[config.mk]
export PLATFORM = sky130hd
export DESIGN_NAME = mod_n_counter
export DESIGN_NICKNAME = d
export VERILOG_FILES = /design/src/rtl/mod_n_counter.sv
export SDC_FILE = /design/constraint.sdc
export NUM_CORES = 1
export LEC_CHECK = 0
export BUFFER_PORTS_ARGS = -buffer_cell sky130_fd_sc_hd__buf_2
export CAP_MARGIN = 20
export CORE_ASPECT_RATIO = 1.2
export CORE_MARGIN = 5
export CORE_UTILIZATION = 50
export CTS_CLUSTER_SIZE = 25
export DETAILED_ROUTE_END_ITERATION = 10
export GPL_TIMING_DRIVEN = 0
export MAX_ROUTING_LAYER = met4
export PLACE_DENSITY = 0.73
export SLEW_MARGIN = 40
export SYNTH_ARGS = -nofsm -noshare
export SYNTH_HDL_FRONTEND = slang
export SYNTH_SLANG_ARGS = --single-unit
[constraint.sdc]
create_clock -name clk -period 4.58 [get_ports clk]
set_input_delay 0.687 -clock clk [delete_from_list [all_inputs] [get_ports clk]]
set_output_delay 0.687 -clock clk [all_outputs]
set_load 0.02 [all_outputs]
[src/rtl/mod_n_counter.sv]
// mod_n_counter: synchronous modulo-N up/down counter with parallel load,
// terminal-count strobe and a toggle divider output.
// Every state bit moves on the same rising clk edge, so there is no ripple skew.
// The modulus, direction and enable are sampled live on every edge, with no pipeline.
module mod_n_counter #(
  parameter int WIDTH = 8
) (
  input  logic             clk,
  input  logic             Rst,
  input  logic             en,
  input  logic             up,
  input  logic             load,
  input  logic [WIDTH-1:0] load_val,
  input  logic [WIDTH-1:0] modulus,
  output logic [WIDTH-1:0] count,
  output logic             tc,
  output logic             div_tog
);

  logic [WIDTH-1:0] r_count;
  logic             r_div_tog;
  logic [WIDTH-1:0] w_last;
  logic [WIDTH-1:0] w_count_next;
  logic             w_at_terminal;
  logic             w_tc;
  logic             w_out_of_range;

  // A modulus of 0 means 2^WIDTH. Subtracting 1 in WIDTH bits wraps 0 to
  // all ones, so that case needs no special logic.
  assign w_last = modulus - 1'b1;

  // A count above Last can only occur after the modulus has been lowered at runtime.
  assign w_out_of_range = (r_count > w_last);

  // The terminal value depends on the direction: Last when counting up, 0 when
  // counting down. An out-of-range count never matches either value.
  assign w_at_terminal = up ? (r_count == w_last) : (r_count == '0);

  // The strobe fires only on an enabled step with no load. It is held low while
  // Rst is asserted, because the count of 0 would otherwise look terminal when counting down.
  assign w_tc = en & ~load & ~Rst & w_at_terminal;

  // Next-count selection. Load has priority over enable. Without either, the count holds.
  always_comb begin
    w_count_next = r_count;
    if (load) begin
      // Clip the loaded value into range, so the count never exceeds Last.
      w_count_next = (load_val > w_last) ? w_last : load_val;
    end else if (en) begin
      if (up) begin
        w_count_next = (r_count == w_last || w_out_of_range) ? '0 : r_count + 1'b1;
      end else begin
        w_count_next = (r_count == '0 || w_out_of_range) ? w_last : r_count - 1'b1;
      end
    end
  end

  // Count and divider state. Reset clears both immediately, with no resume.
  // The divider inverts on every terminal strobe, giving a 50% duty output at f_clk/(2*Meff).
  always_ff @(posedge clk or posedge Rst) begin
    if (Rst) begin
      r_count   <= '0;
      r_div_tog <= 1'b0;
    end else begin
      r_count <= w_count_next;
      if (w_tc) begin
        r_div_tog <= ~r_div_tog;
      end
    end
  end

  assign count   = r_count;
  assign div_tog = r_div_tog;
  assign tc      = w_tc;

endmodule

Word level (Yosys, flattened, before mapping)
Cells that the tools add are included.
W data, S select, Z words.
{"block": "op_classes", "n_addsub": 3, "order_cmp": 2, "n_eq_ne": 1, "mux": 7, "n_bitwise": 6, "n_reduce_logical": 4}
{"op": "$mux W8", "count": 6}
{"op": "$gt A8 B8 Y1", "count": 2}
{"op": "$sub A8 B1 Y8 const B", "count": 2}
{"op": "$add A8 B1 Y8 const B", "count": 1}
{"op": "$eq A8 B8 Y1", "count": 1}
{"op": "$logic_not A8 Y1", "count": 1}
{"op": "$and A1 B1 Y1", "count": 3}
{"op": "$not A1 Y1", "count": 3}
{"op": "$logic_or A1 B1 Y1", "count": 2}
{"op": "$reduce_bool A2 Y1", "count": 1}
{"op": "$mux W1", "count": 1}
{"block": "totals", "register_bits": 9, "output_inout_bits": 10}

Logic depth before layout (Yosys ltp)
{"block": "logic_depth", "ltp_word": 7, "ltp_mapped": 15, "ltp_nobuf": 14}

Worst setup path before layout
OpenSTA, ideal clock, no wires.
{"block": "synth_timing", "path_kind": "in2reg", "start": "input modulus[0]", "end": "register r_count[4], in the netlist count[4]", "arrival_ps": 3708, "required_ps": 4456, "setup_slack_ps": 748, "cell_stages": 15, "cell_sequence": "inv_1 -> ha_1 -> inv_1 -> or3_2 -> xor2_1 -> ha_1 -> nand3_1 -> o21bai_1 -> and2_1 -> maj3_1 -> o2111a_1 -> clkbuf_1 -> and3_1 -> a221o_1 -> a211o_1"}
{"block": "synth_via", "elab_chain_cells": 7, "elab_cells_between_ends": 12, "classes_between": "1 x add/sub; 2 x order compare; 1 x eq/ne; 6 x mux; 2 x reduce/logical"}
{"element": "from (decl)", "line": "14", "text": "input logic [WIDTH-1:0] modulus,"}
{"element": "$sub A8 B1 Y8 *", "line": "30", "text": "assign w_last = modulus - 1'b1;"}
{"element": "$gt A8 B8 Y1 / $eq A8 B8 Y1 (equally long branches)", "line": "33, 51"}
{"element": "$logic_or A1 B1 Y1, on equally long branches", "line": "53, 51"}
{"element": "$mux W8, on equally long branches", "line": "53, 51"}
{"element": "$mux W8", "line": "50", "text": "if (up) begin"}
{"element": "$mux W8", "line": "49", "text": "end else if (en) begin"}
{"element": "$mux W8 *", "line": "46", "text": "if (load) begin"}
{"element": "to (signal assigned)", "line": "65", "text": "r_count <= w_count_next;"}
{"element": "to (decl)", "line": "20", "text": "logic [WIDTH-1:0] r_count;"}
Every way passes the cells marked *; elsewhere a longest branch is shown, timed or not. The select of a mux whose other input is x is not followed.
A chain may end at the register's enable or synchronous reset.

Worst setup path in the final report
Ends and elaborated chain as after synthesis.

==> key figures <==
STA
  • Rel. slew slack: 0.566
  • Setup-failing EPs final: 0
  • Fin crit share: 0.924
  • Worst slew pin tran: ~0.63 ns
  • RSZ-0062 raised after global routing: no
  • Max-slew violation count: 0
  • Fin crit period: around 4.2 ns
  • Setup Skew: approximately 0.0030 ns
  • Setup_tns: 0 ns
  • Fmax: between 200 and 250 MHz
  • Fin. Hold Viols: 0

Power
  • PD cells: 285 nW/um2
  • Total power: ~530 uW
  • Pleak: roughly 0.00090 uW
  • Max VDD drop: around 0.00019 V

Routing
  • DR vias: 1680
  • Vias per inst: 6.02
  • DRC violations left: 0
  • DR iter-0 viols: 55
  • DR pass1 iterations: 4
  • Routed WL: around 4400 um
  • Antenna Nets Post-Route: 0
  • Routed len/inst: approximately 16 um

Setup path
  • Crit path max-delay family: compound AO/OA/AOI/OAI gates
  • WS Path Type: input port to flop
  • WP buf/inv: 4
  • Crit path cell chain: buf_2 > inv_1 > ha_1 > inv_1 > or3_2 > xor2_1 > ha_1 > and3_1 > o21a_1 > a2111oi_0 > nor4_1 > o221ai_2 > buf_4 > o21ai_0 > a211o_1
  • Beginning of the critical path: modulus[0]
  • Endpoint class of the critical path: flop
  • WP data required: 4.73 ns
  • CP max-delay cell: a2111oi_0
  • CP startpoint kind: input port
  • Slowest stage delay, CP: approximately 0.56 ns
  • FF-to-FF Start: count[1]
  • Max Fanout on Critical Path: 10
  • Worst path arrival time: around 4.4 ns

Placed design
  • Placed Instances: approximately 280
  • I/O Buffers: 30
  • GPL Wtd Cong: a little under 0.9
  • Hpwl dp: ~3600 um

Logic synthesis
  • Mux cell area share after synthesis: 0.0489
  • Post-Syn Instances: roughly 210
  • Asr flop ratio synth: 1.00
  • Synthesis Warnings: 0
  • Largest family of logic cells by synthesized area: simple AND/OR/NAND/NOR gates
  • Simple-Gate Fraction of Synth Area: 0.266
  • Distinct cells, synth: just under 60
  • Mapped cell area: about 1600 um2
  • Syn Area/Cell: 7.83 um2
  • Yosys reg bits: 9
  • Post-synthesis net count: around 240
  • Synth Area in Compound Gates: 0.239
  • EDFF count, synth: 0
  • Register area share after synthesis: 0.138
  • Post-Synth Adder-Cell Area: 0.127
  • Most used DFF post-synth: dfrtp_1
  • XOR/XNOR Fraction of Synth Area: 0.114

Clocking
  • Post-CTS setup buffers: 0
  • CTS max path bufs: 2
  • Number of H-tree levels: 1
  • Worst-path clk slew: about 0.07 ns
  • CTS root buf: clkbuf_4
  • TritonCTS Sinks: 9
  • TritonCTS Buffers: 3
  • Hold Buf Count CTS: 0
  • CTS tree: yes
  • Clock Latency Late Sink: around 0.27 ns
  • Post-CTS sizing: 0

Final layout
  • Layout net count: ~280
  • Commonest non-fill, non-tap cell in the layout: buf_2
  • Most frequent cells in the layout: buf_2, nor2_1, inv_1, nand2_1, ha_1
  • Finished Layout Cells: roughly 280
  • # diodes: 0
  • Fillers: 312
  • Share of cells above drive strength 1: 0.198
  • P&R area growth vs syn: 13.5%

Floorplanning
  • Site row count: 22
  • Starting Density: 0.526
  • Horiz. Die Dim: about 62 um
  • Num ports: 31
  • Die Y: about 73 um
  • Die area: ~4500 um2
  • Total core area: ~3100 um2

Global route
  • Largest net degree at the start of global routing: 11
  • GRT Total Usage: 0.202
  • Grt ovf: 0
  • Global-route wire length before repair: between 7000 and 8000 um
  • Vias in the first global route: between 1500 and 2000
  • Initial antenna violation count: 0

Run
  • Max-cap violations: 0

Outcome
  • Status: finished, final reports clean

Worst hold path
  • Min-Delay Path Class: input port to async pin
==> registers in the layout, indices dropped and copies added (netlist names) <==
name,count
count,8
div_tog,1
==> through the flow <==
| stage | cell area (um2) | setup slack (ns) | hold slack [ns] | util |
|---|---|---|---|---|
| 6_report | 1860 | 0.349 | 0.390 | 0.597 |
| 5_1_grt | 1860 | 0.0860 | 0.430 | 0.597 |
| 4_1_cts | 1860 | 0.387 | 0.409 | 0.597 |
| 3_5_place_dp | 1830 | 0.124 | 0.456 | 0.589 |
| 3_3_place_gp | 1830 | 0.200 | 0.450 | 0.589 |
| 2_1_floorplan | 1640 | 0.748 | 0.523 | - |
==> kinds of logic (layout without fill, tap and decap cells) <==
family                     count (synthesis)  in the layout
AOI/OAI and AO/OA                         54             54
xor gates and xnor gates                  15             15
DFF                                        9              9
and+or+nand+nor                           81             81
adders and majority gates                 17             17
buffers and inverters                     26             60
muxes                                      7              7
==> cell type report <==
class | count | area (um2) | share of cell area
buffer | 12 | 58.8 | 0.0316
timing repair buffer | 30 | 150 | 0.0808
clock buffer | 4 | 26.3 | 0.0141
multi-input combinational | 174 | 1300 | 0.700
tap | 36 | 45.0 | 0.0242
sequential | 9 | 225 | 0.121
inverter | 14 | 52.6 | 0.0283
==> cell usage after synthesis, types with 3 or more instances <==
| master | count | area (um2) |
|---|---|---|
| a211oi_1 | 3 | 22.5 |
| xnor2_1 | 6 | 52.6 |
| nor3_1 | 7 | 35.0 |
| and2_1 | 6 | 37.5 |
| o211ai_1 | 3 | 22.5 |
| a21oi_1 | 7 | 35.0 |
| xor2_1 | 5 | 43.8 |
| o21ai_0 | 12 | 60.1 |
| mux2i_1 | 5 | 50.1 |
| a221oi_1 | 3 | 26.3 |
| xnor3_1 | 4 | 90.1 |
| dfrtp_1 | 9 | 225 |
| nor2b_1 | 7 | 43.8 |
| and3_1 | 6 | 37.5 |
| nand2_1 | 14 | 52.6 |
| nor2_1 | 15 | 56.3 |
| nand4_1 | 4 | 25.0 |
| inv_1 | 14 | 52.6 |
| nand3_1 | 5 | 25.0 |
| nor4_1 | 5 | 31.3 |
| ha_1 | 14 | 175 |
| clkbuf_1 | 8 | 30.0 |
==> routing by layer <==
metal  share of wire  track usage  vias to the layer above
met5               0            -                        -
met4           0.027        0.118                        0
met3           0.042       0.0108                       11
met2            0.49        0.342                       48
met1            0.44        0.238                      770
li1                -            -                      851
==> worst reg2reg max path: cells and delay by family (launching register included) <==
family | cells | cell delay (ns)
buffers and inverters | 1 | 0.25
and+or+nand+nor | 3 | 0.56
DFF | 1 | 0.46
adders and majority gates | 2 | 0.70
AOI/OAI and AO/OA | 4 | 0.88
==> final timing paths <==
check                      depth (start not counted)  slack, ns        to
hold / removal                                     2       0.39  count[3]
setup / recovery                                  15       0.35  count[4]
hold reg to reg                                    1       0.47   div_tog
max in group asynchronous                          2       3.91  count[5]
min in group clk                                   1       0.47   div_tog
setup reg to reg                                  10       1.62  count[4]
==> power by group <==
group,switching [uW],internal (uW)
sequential,21.0,97.2
combinational,190,155
clock,31.8,33.7
Note: power is estimated with default switching activity, not from simulation.
